**src/rtl/mac_tx_arb_pkg.sv**
```systemverilog
// Shared types and defaults for the MAC transmit arbiter.
package mac_tx_arb_pkg;

    typedef enum logic [1:0] {
        ST_IDLE  = 2'd0,
        ST_PASS  = 2'd1,
        ST_ABORT = 2'd2,
        ST_FLUSH = 2'd3
    } arb_state_t;

    localparam int DEFAULT_NUM_PORTS = 2;
    localparam int DEFAULT_TIMEOUT   = 64;

endpackage

```
**src/rtl/mac_tx_arbiter_rr.sv**
```systemverilog
// Combinational round-robin picker: first requester above last_grant, wrapping to 0.
module rr_arbiter
    import mac_tx_arb_pkg::*;
#(
    parameter int NUM_PORTS = DEFAULT_NUM_PORTS
) (
    input  logic [NUM_PORTS-1:0]         req,
    input  logic [$clog2(NUM_PORTS)-1:0] last_grant,
    output logic [$clog2(NUM_PORTS)-1:0] grant_idx,
    output logic                         any_req
);

    localparam int IW = $clog2(NUM_PORTS);

    logic [IW-1:0] low_idx;
    logic [IW-1:0] high_idx;
    logic          high_hit;

    // Descending scan so the lowest matching index in each half wins.
    always_comb begin
        low_idx  = '0;
        high_idx = '0;
        high_hit = 1'b0;
        for (int j = NUM_PORTS - 1; j >= 0; j--) begin
            if (req[IW'(j)]) begin
                if (IW'(j) > last_grant) begin
                    high_idx = IW'(j);
                    high_hit = 1'b1;
                end else begin
                    low_idx = IW'(j);
                end
            end
        end
    end

    assign grant_idx = high_hit ? high_idx : low_idx;
    assign any_req   = |req;

endmodule

```
**src/rtl/mac_tx_arbiter.sv**
```systemverilog
// Packet-granular round-robin mux of AXI-stream byte sources onto one MAC tx port,
// with stall timeout that emits an error terminator and discards the rest of the packet.
//
// state    | meaning
// ---------+---------------------------------------------------------------
// ST_IDLE  | no owner; next requester after last_grant is picked
// ST_PASS  | granted port wired straight through to the MAC
// ST_ABORT | source stalled too long; emit 8'h00 with tlast and tuser
// ST_FLUSH | swallow the remaining source beats up to its tlast
module mac_tx_arbiter
    import mac_tx_arb_pkg::*;
#(
    parameter int NUM_PORTS = DEFAULT_NUM_PORTS,
    parameter int TIMEOUT   = DEFAULT_TIMEOUT
) (
    input  logic                         clk,
    input  logic                         rst,
    input  logic [NUM_PORTS*8-1:0]       s_axis_tdata,
    input  logic [NUM_PORTS-1:0]         s_axis_tvalid,
    input  logic [NUM_PORTS-1:0]         s_axis_tlast,
    input  logic [NUM_PORTS-1:0]         s_axis_tuser,
    output logic [NUM_PORTS-1:0]         s_axis_tready,
    output logic [7:0]                   m_axis_tdata,
    output logic                         m_axis_tvalid,
    output logic                         m_axis_tlast,
    output logic                         m_axis_tuser,
    input  logic                         m_axis_tready,
    output logic                         grant_valid,
    output logic [$clog2(NUM_PORTS)-1:0] grant_idx,
    output logic [15:0]                  abort_count
);

    localparam int          IW         = $clog2(NUM_PORTS);
    localparam logic [15:0] STALL_LAST = 16'(TIMEOUT - 1);

    arb_state_t    state;
    logic [IW-1:0] grant;
    logic          grant_active;
    logic [IW-1:0] last_grant;
    logic [15:0]   stall_cnt;

    logic [IW-1:0] rr_idx;
    logic          any_req;

    logic [7:0]    sel_data;
    logic          sel_valid;
    logic          sel_last;
    logic          sel_user;

    rr_arbiter #(
        .NUM_PORTS (NUM_PORTS)
    ) u_rr (
        .req        (s_axis_tvalid),
        .last_grant (last_grant),
        .grant_idx  (rr_idx),
        .any_req    (any_req)
    );

    always_comb begin
        sel_data  = '0;
        sel_valid = 1'b0;
        sel_last  = 1'b0;
        sel_user  = 1'b0;
        for (int i = 0; i < NUM_PORTS; i++) begin
            if (grant == IW'(i)) begin
                sel_data  = s_axis_tdata[8*i +: 8];
                sel_valid = s_axis_tvalid[i];
                sel_last  = s_axis_tlast[i];
                sel_user  = s_axis_tuser[i];
            end
        end
    end

    always_ff @(posedge clk) begin
        if (rst) begin
            state        <= ST_IDLE;
            grant        <= '0;
            grant_active <= 1'b0;
            last_grant   <= IW'(NUM_PORTS - 1);
            stall_cnt    <= '0;
            abort_count  <= '0;
        end else begin
            case (state)
                ST_IDLE: begin
                    stall_cnt <= '0;
                    if (any_req) begin
                        state        <= ST_PASS;
                        grant        <= rr_idx;
                        grant_active <= 1'b1;
                    end
                end
                ST_PASS: begin
                    // A completing tlast transfer always beats the timeout.
                    if (sel_valid && m_axis_tready && sel_last) begin
                        state        <= ST_IDLE;
                        last_grant   <= grant;
                        grant        <= '0;
                        grant_active <= 1'b0;
                        stall_cnt    <= '0;
                    end else if (sel_valid) begin
                        stall_cnt <= '0;
                    end else if (stall_cnt == STALL_LAST) begin
                        state     <= ST_ABORT;
                        stall_cnt <= '0;
                        if (abort_count != 16'hFFFF) begin
                            abort_count <= abort_count + 16'd1;
                        end
                    end else begin
                        stall_cnt <= stall_cnt + 16'd1;
                    end
                end
                ST_ABORT: begin
                    if (m_axis_tready) begin
                        state <= ST_FLUSH;
                    end
                end
                ST_FLUSH: begin
                    if (sel_valid && sel_last) begin
                        state        <= ST_IDLE;
                        last_grant   <= grant;
                        grant        <= '0;
                        grant_active <= 1'b0;
                    end
                end
                default: begin
                    state <= ST_IDLE;
                end
            endcase
        end
    end

    // Outputs are forced quiet while rst is high, before the first reset edge lands.
    always_comb begin
        m_axis_tdata  = '0;
        m_axis_tvalid = 1'b0;
        m_axis_tlast  = 1'b0;
        m_axis_tuser  = 1'b0;
        s_axis_tready = '0;
        if (!rst) begin
            case (state)
                ST_PASS: begin
                    m_axis_tdata         = sel_data;
                    m_axis_tvalid        = sel_valid;
                    m_axis_tlast         = sel_last;
                    m_axis_tuser         = sel_user;
                    s_axis_tready[grant] = m_axis_tready;
                end
                ST_ABORT: begin
                    m_axis_tvalid = 1'b1;
                    m_axis_tlast  = 1'b1;
                    m_axis_tuser  = 1'b1;
                end
                ST_FLUSH: begin
                    s_axis_tready[grant] = 1'b1;
                end
                default: begin
                end
            endcase
        end
    end

    assign grant_valid = grant_active & ~rst;
    assign grant_idx   = rst ? '0 : grant;

endmodule

```
**config.mk**
```make
export PLATFORM = sky130hd
export DESIGN_NAME = mac_tx_arbiter
export DESIGN_NICKNAME = d
export VERILOG_FILES = /design/src/rtl/mac_tx_arb_pkg.sv /design/src/rtl/mac_tx_arbiter_rr.sv /design/src/rtl/mac_tx_arbiter.sv
export SDC_FILE = /design/constraint.sdc
export NUM_CORES = 1
export LEC_CHECK = 0
export ABC_AREA = 0
export CORE_MARGIN = 3
export CORE_UTILIZATION = 40
export CTS_BUF_LIST = sky130_fd_sc_hd__clkbuf_4
export DETAILED_ROUTE_END_ITERATION = 7
export PLACE_DENSITY = 0.74
export SYNTH_ARGS = -nofsm -noshare
export SYNTH_HDL_FRONTEND = slang
export SYNTH_SLANG_ARGS = --single-unit
```
**constraint.sdc**
```tcl
create_clock -name clk -period 2.2 [get_ports clk]
set_input_delay 0.66 -clock clk [delete_from_list [all_inputs] [get_ports clk]]
set_output_delay 0.66 -clock clk [all_outputs]
set_load 0.05 [all_outputs]
```
==> results of run 1 <==
[critical path, cell delays in order]
cell and delay [ns]:
sky130_fd_sc_hd__clkdlybuf4s50_1 0.47, sky130_fd_sc_hd__a21oi_1 0.08, sky130_fd_sc_hd__nor2_2 0.15, sky130_fd_sc_hd__buf_12 0.15
[where the power goes]
part	internal [mW]	total (mW)	switching, mW
registers	0.645	0.653	0.00835
clock network	0.131	0.350	0.219
logic	0.197	0.416	0.219
[registers in the layout, indices dropped and copies added (netlist names), named ones only]
register,cells
abort_count,16
stall_cnt,16
grant_active,1
state,1
[synthesized netlist by cell type (8+ instances only)]
master,number,share of area
sky130_fd_sc_hd__nor2_1,27,0.050
sky130_fd_sc_hd__a21oi_1,22,0.054
sky130_fd_sc_hd__or3_1,8,0.025
sky130_fd_sc_hd__xnor2_1,8,0.034
sky130_fd_sc_hd__o21ai_0,11,0.027
sky130_fd_sc_hd__and2_1,9,0.028
sky130_fd_sc_hd__nand4_1,8,0.025
sky130_fd_sc_hd__clkbuf_1,8,0.015
sky130_fd_sc_hd__nor3_1,11,0.027
sky130_fd_sc_hd__nand3_1,13,0.032
sky130_fd_sc_hd__nor4_1,8,0.025
sky130_fd_sc_hd__dfxtp_1,35,0.34
sky130_fd_sc_hd__nand2_1,14,0.026
[worst max path at each step]
stage	start	end	slack [ns]	cells past startpoint
after detailed placement	s_axis_tvalid[0]	abort_count[13]$_SDFFE_PP0P_	-0.28	6
after floorplan	rst	m_axis_tlast	-0.15	3
after global routing	state[0]$_SDFFE_PP0P_	m_axis_tuser	-0.03	5
after global placement	s_axis_tvalid[0]	abort_count[13]$_SDFFE_PP0P_	-0.24	6
after CTS	state[0]$_SDFFE_PP0P_	m_axis_tlast	0.0007	5
final	s_axis_tuser[0]	m_axis_tuser	0.02	4
[per-stage QoR]
stage	setup WS [ns]	cells	util
final	0.0250	393	0.616
after global routing	-0.0347	393	0.616
after CTS	0.000728	392	0.605
after detailed placement	-0.280	384	0.589
after global placement	-0.238	384	0.589
after floorplan	-0.150	258	-
[placed cells by master, fill, tap and decap left out, types with 3 or more instances in the layout]
cell / count
sky130_fd_sc_hd__a22o_1: 3
sky130_fd_sc_hd__clkbuf_4: 6
sky130_fd_sc_hd__buf_12: 13
sky130_fd_sc_hd__o21ai_0: 11
sky130_fd_sc_hd__and2_2: 4
sky130_fd_sc_hd__ha_1: 3
sky130_fd_sc_hd__nor4_1: 8
sky130_fd_sc_hd__inv_1: 5
sky130_fd_sc_hd__a21oi_1: 21
sky130_fd_sc_hd__and2_4: 4
sky130_fd_sc_hd__o31ai_1: 4
sky130_fd_sc_hd__a211oi_1: 6
sky130_fd_sc_hd__buf_4: 42
sky130_fd_sc_hd__dlygate4sd2_1: 6
sky130_fd_sc_hd__ha_4: 3
sky130_fd_sc_hd__or3_1: 8
sky130_fd_sc_hd__nor3_1: 11
sky130_fd_sc_hd__nand2_1: 14
sky130_fd_sc_hd__nor2_1: 23
sky130_fd_sc_hd__dfxtp_1: 32
sky130_fd_sc_hd__and4_1: 4
sky130_fd_sc_hd__or4_1: 4
sky130_fd_sc_hd__a31oi_1: 4
sky130_fd_sc_hd__nand4_1: 8
sky130_fd_sc_hd__clkdlybuf4s50_1: 12
sky130_fd_sc_hd__nand3_1: 13
sky130_fd_sc_hd__xnor2_1: 8
sky130_fd_sc_hd__nor2_2: 3
[per-layer routing]
layer  global-route usage  vias to the layer above  wire (um)
met3               0.0458                       12        218
met2                0.289                       43       2670
li1                     -                     1093          -
met5                    0                        -          0
met4               0.0747                        0         95
met1                0.243                     1028       2510
[layout make-up]
class	instances	area, um^2	area share
Clock buffer	6	45.0	0.0152
Clock inverter	2	7.51	0.00253
Inverter	6	22.5	0.00759
Multi-Input combinational cell	204	1360	0.456
Sequential cell	35	707	0.238
Tap cell	67	83.8	0.0282
Timing Repair Buffer	73	748	0.252
[kinds of logic (layout without fill, tap and decap cells)]
logic type                 count (synthesis)  in the layout
xor gates and xnor gates                   8              8
DFF                                       35             35
AOI/OAI and AO/OA                         59             59
other                                      1              2
and+or+nand+nor                          127            127
muxes                                      2              2
buffers and inverters                     19             87
adders and majority gates                  6              6
[timing repair]
item,CTS,global route
hold endpoints to repair,0,0
pin swaps,3,2
gates resized for setup,19,9
endpoints found under the setup margin,17,10
buffers inserted,1,1
==> results by group, run 1 <==
Clocking
  • Number of buffers added by the clock tree synthesis step: 5
  • Worst skew pair latency: roughly 0.35 ns
  • Maximum clock insertion buffer count: 2
  • CTS root buffer: sky130_fd_sc_hd__clkbuf_4
  • Number of sinks on the clock net: 35
  • Clock transition at the registers of the reported paths: approximately 0.10 ns
  • Total of hold buffers inserted after clock tree synthesis: 0
  • Maximum level of the CTS H-tree: 2
  • TritonCTS clock tree: done

GRT
  • Wire length of the first global-routing pass: around 9000 um
  • Sum of overflow across all layers after global routing: 0
  • Largest net degree at the start of global routing: 26
  • Number of global-route vias before repair: about 2000
  • Initial antenna violation count: 0
  • Global routing usage summed across all routing layers: 0.185

STA
  • Setup skew after layout: around 0.0066 ns
  • RSZ-0062 raised after global routing: yes
  • Setup TNS: 0 ns
  • Highest Clock Rate: between 400 and 500 MHz
  • Final hold violation count: 0
  • Number of max-slew violations in the final report: 0
  • Worst hold margin: just over 0.5 ns
  • Ratio of final minimum period to clock period: 0.989
  • Final critical-path required period: ~2.2 ns
  • Final setup violation count: 0

Final layout
  • Fraction of layout instances using a drive strength above 1: 0.285
  • Design Area, Final: 2970 um^2
  • Area growth, synth to finish: 45.9%
  • Net count of the finished layout: about 360
  • Diode insertion count for antenna repair: 0
  • Fill count: 439

Logic synthesis
  • Largest family of logic cells by synthesized area: simple AND/OR/NAND/NOR gates
  • Number of flops mapped to enable cells by yosys: 0
  • Commonest register cell after synthesis: sky130_fd_sc_hd__dfxtp_1
  • Sequential share of the synthesized area: 0.344
  • Mean area per synthesized cell: 7.92 um^2
  • Complex-gate fraction of the synthesized area: 0.178
  • Number of flip-flops and latches in the synthesized netlist: 35
  • Synthesized instance count: roughly 260
  • Portion of netlist area occupied by mux cells: 0.00984
  • Async set-reset flop share out of synthesis: 0
  • Cell area after technology mapping: approximately 2000 um^2
  • Xor/xnor share of the synthesized area: 0.0344
  • Post-Synth Adder-Cell Area: 0.0369
  • Post-synthesis share of cell area spent on and, or, nand and nor gates: 0.355
  • Warnings from Yosys: 0
  • Distinct cell type count of the synthesized netlist: 44

Setup path
  • Endpoint of the worst register-to-register path: abort_count[13]$_SDFFE_PP0P_
  • Type of the setup path with the least slack: in -> out
  • Largest fanout of any net on the critical path: 1
  • Worst R2R Setup Slack: about 0.12 ns
  • Arrival time reported for the critical path endpoint: roughly 1.5 ns
  • Kind of start point of the critical path: input port
  • Worst endpoint required time: around 1.5 ns
  • Length in cells of the worst reg-to-reg path: 6
  • Reg2Reg Launch Point: stall_cnt[1]$_SDFFE_PP0P_
  • CP endpoint kind: primary output

Drt
  • Detailed Route WL: between 5000 and 6000 um
  • Routed via count divided by cell count: 5.54
  • Remaining antenna violation count after routing: 0
  • Final routed wire length divided by cell count: ~14 um
  • Post-route DRC violation count: 0
  • Count of TritonRoute iterations in the first routing pass: 4
  • Iteration-0 DRC count of the detailed router: 96
  • Via count of the routed design: between 2000 and 2500

Job
  • Number of maximum-capacitance constraint violations: 0

Floorplan
  • Die H: about 77 um
  • Placeable core region: roughly 4800 um^2
  • Die X: 77.3 um
  • Initial Util: 0.422
  • Die Footprint: 5980 um^2
  • Count of standard-cell rows: 25
  • Io pins: 56

Power
  • Largest voltage drop on the vdd net: 0.000430 V
  • Total Power: between 1 and 1.5 mW
  • Pwr/cell area: between 400 and 500 nW/um^2
  • Leakage power of the design: 1.09 nW

Placement
  • Post-DP HPWL: between 4000 and 5000 um
  • Number of input and output port buffers inserted: between 40 and 50
  • Placer Congestion: between 0.9 and 1
  • Post-place instance area: roughly 2800 um^2

Worst hold path
  • Min-Delay Endpoint: grant_active$_SDFFE_PP0P_
  • Hold-critical path depth: 2
  • Worst min-delay path startpoint: grant_active$_SDFFE_PP0P_
  • Worst hold path type: reg -> reg

Outcome
  • Run status: finished clean
Power figures use the tool's default switching activity.
==> run 2, diff against run 1 <==
--- a/config.mk
+++ b/config.mk
@@ -6,11 +6,12 @@
 export NUM_CORES = 1
 export LEC_CHECK = 0
 export ABC_AREA = 0
-export CORE_MARGIN = 3
+export CORE_MARGIN = 4
 export CORE_UTILIZATION = 40
 export CTS_BUF_LIST = sky130_fd_sc_hd__clkbuf_4
 export DETAILED_ROUTE_END_ITERATION = 7
 export PLACE_DENSITY = 0.74
+export SLEW_MARGIN = 20
 export SYNTH_ARGS = -nofsm -noshare
 export SYNTH_HDL_FRONTEND = slang
 export SYNTH_SLANG_ARGS = --single-unit
==> run 2 against run 1 <==
Sequential cell count unchanged. Worst setup slack gained 0.019 ns. Sequential share of layout area barely moved. Power is 7.0% higher. Via count is 2.8% lower. Wire length up 1.8%. Combinational power shrank 3%. Die area up 5.2%. Critical path type unchanged. Critical endpoint is now s_axis_tready[0]. Highest routed layer unchanged.
==> results by group, run 2 (same netlist as run 1, synthesis figures left out) <==
Outcome
  • Run status: finished clean

Floorplan
  • Die Footprint: approximately 6300 um^2
  • Initial Util: 0.422
  • Placeable core region: slightly below 5000 um^2
  • Io pins: 56
  • Die H: just under 80 um
  • Die X: just under 80 um
  • Count of standard-cell rows: 25

Setup path
  • Slowest CP cell: sky130_fd_sc_hd__clkdlybuf4s50_1
  • Kind of start point of the critical path: input port
  • Type of the setup path with the least slack: in -> out
  • Largest fanout of any net on the critical path: 2
  • Family with the most delay on the worst path: buffers and inverters
  • Length in cells of the worst reg-to-reg path: 6
  • CP endpoint kind: primary output
  • Arrival time reported for the critical path endpoint: 1.50 ns
  • Endpoint of the worst register-to-register path: abort_count[11]$_SDFFE_PP0P_
  • Ordered cell list for the critical path: clkdlybuf4s50_1 > a21oi_1 > nor2_2 > buf_12
  • Worst R2R Setup Slack: between 0.15 and 0.2 ns
  • Critical path buffers and inverters: 2
  • Worst endpoint required time: around 1.5 ns
  • Reg2Reg Launch Point: stall_cnt[1]$_SDFFE_PP0P_
  • Critical path's largest stage delay: around 0.48 ns

GRT
  • Wire length of the first global-routing pass: around 9000 um
  • Number of global-route vias before repair: between 1500 and 2000
  • Largest net degree at the start of global routing: 24
  • Sum of overflow across all layers after global routing: 0
  • Global routing usage summed across all routing layers: 0.180
  • Initial antenna violation count: 0

STA
  • Setup TNS: 0 ns
  • Number of max-slew violations in the final report: 0
  • Final setup violation count: 0
  • Setup skew after layout: between 0.01 and 0.015 ns
  • Final hold violation count: 0
  • Final critical-path required period: 2.16 ns
  • Highest Clock Rate: approximately 460 MHz
  • RSZ-0062 raised after global routing: yes
  • Worst hold margin: around 0.5 ns
  • Ratio of final minimum period to clock period: 0.980

Worst hold path
  • Hold-critical path depth: 2
  • Worst hold path type: reg -> reg
  • Min-Delay Endpoint: abort_count[11]$_SDFFE_PP0P_
  • Worst min-delay path startpoint: abort_count[11]$_SDFFE_PP0P_

Drt
  • Detailed Route WL: around 5600 um
  • Remaining antenna violation count after routing: 0
  • Post-route DRC violation count: 0
  • Count of TritonRoute iterations in the first routing pass: 4
  • Final routed wire length divided by cell count: roughly 14 um
  • Via count of the routed design: ~2100
  • Routed via count divided by cell count: approximately 5.4
  • Iteration-0 DRC count of the detailed router: 34

Job
  • Number of maximum-capacitance constraint violations: 0

Final layout
  • Net count of the finished layout: approximately 350
  • Registers with the highest flip-flop counts: abort_count (16), stall_cnt (16)
  • Design Area, Final: 2970 um^2
  • Fraction of layout instances using a drive strength above 1: 0.287
  • Fill count: 442
  • Commonest non-fill, non-tap cells in the layout: sky130_fd_sc_hd__buf_4 (40), sky130_fd_sc_hd__dfxtp_1 (32), sky130_fd_sc_hd__nor2_1 (23)
  • Final core utilization: 0.616
  • Area growth, synth to finish: 45.8%
  • Commonest non-fill, non-tap cell in the layout: sky130_fd_sc_hd__buf_4
  • Diode insertion count for antenna repair: 0

Power
  • Leakage power of the design: around 1.1 nW
  • Largest voltage drop on the vdd net: around 0.00047 V
  • Pwr/cell area: 512 nW/um^2

Placement
  • Placer Congestion: between 0.8 and 0.9
  • Post-DP HPWL: between 4000 and 5000 um
  • Post-place instance area: between 2000 and 3000 um^2
  • Number of input and output port buffers inserted: 43

Clocking
  • Worst skew pair latency: about 0.35 ns
  • Number of buffers added by the clock tree synthesis step: 5
  • Maximum clock insertion buffer count: 2
  • TritonCTS clock tree: done
  • Maximum level of the CTS H-tree: 2
  • CTS root buffer: sky130_fd_sc_hd__clkbuf_4
  • Clock transition at the registers of the reported paths: around 0.11 ns
  • Total of hold buffers inserted after clock tree synthesis: 0
  • Number of sinks on the clock net: 35
## run 2: area by class of cell
type / count / area (um^2) / share of cell area
Clock buffer: 5 / 37.5 / 0.0127
Clock inverter: 3 / 38.8 / 0.0131
Inverter: 6 / 25.0 / 0.00844
Multi-Input combinational cell: 204 / 1340 / 0.451
Sequential cell: 35 / 707 / 0.238
Tap cell: 67 / 83.8 / 0.0283
Timing Repair Buffer: 71 / 736 / 0.248
## run 2: stage by stage
step	instances	power (mW)	setup slack, ns
floorplan	258	0.873	-0.150
global placement	383	1.03	-0.231
detailed placement	383	1.04	-0.278
CTS	392	1.51	-0.0368
global route	391	1.59	-0.0427
finish	391	1.52	0.0439
## run 2: power by group
| group | internal (mW) | switching, mW |
|---|---|---|
| combinational | 0.187 | 0.215 |
| clock | 0.234 | 0.227 |
| sequential | 0.645 | 0.0101 |
| total | 1.07 | 0.452 |
## run 2: worst reg2reg max path, stage by stage (launching register included)
cell	delay [ns]
sky130_fd_sc_hd__dfxtp_1	0.41
sky130_fd_sc_hd__ha_1	0.19
sky130_fd_sc_hd__and3_1	0.21
sky130_fd_sc_hd__nand4_2	0.15
sky130_fd_sc_hd__or3_4	0.45
sky130_fd_sc_hd__or4_1	0.41
sky130_fd_sc_hd__a21oi_1	0.14
## run 2: what timing repair did
item	4_1_cts	5_1_grt
gates resized for setup	12	12
buffers inserted	1	0
pin swaps	3	1
setup endpoints to repair	16	16
## run 2: worst max path at each step
stage,start,endpoint,slack [ns],cells after the start
finish,m_axis_tready,s_axis_tready[0],0.04,4
global route,state[0]$_SDFFE_PP0P_,m_axis_tuser,-0.04,5
CTS,flip-flop,m_axis_tdata[2],-0.04,6
detailed placement,s_axis_tvalid[0],abort_count[13]$_SDFFE_PP0P_,-0.28,6
global placement,s_axis_tvalid[0],abort_count[13]$_SDFFE_PP0P_,-0.23,6
floorplan,rst,m_axis_tlast,-0.15,3
## run 2: routing by layer
layer | vias up | track usage | part of all wire
met5 | - | 0 | 0
met4 | 0 | 0.0687 | 0.0093
met3 | 5 | 0.0408 | 0.035
met2 | 31 | 0.306 | 0.51
met1 | 993 | 0.221 | 0.44
li1 | 1086 | - | -
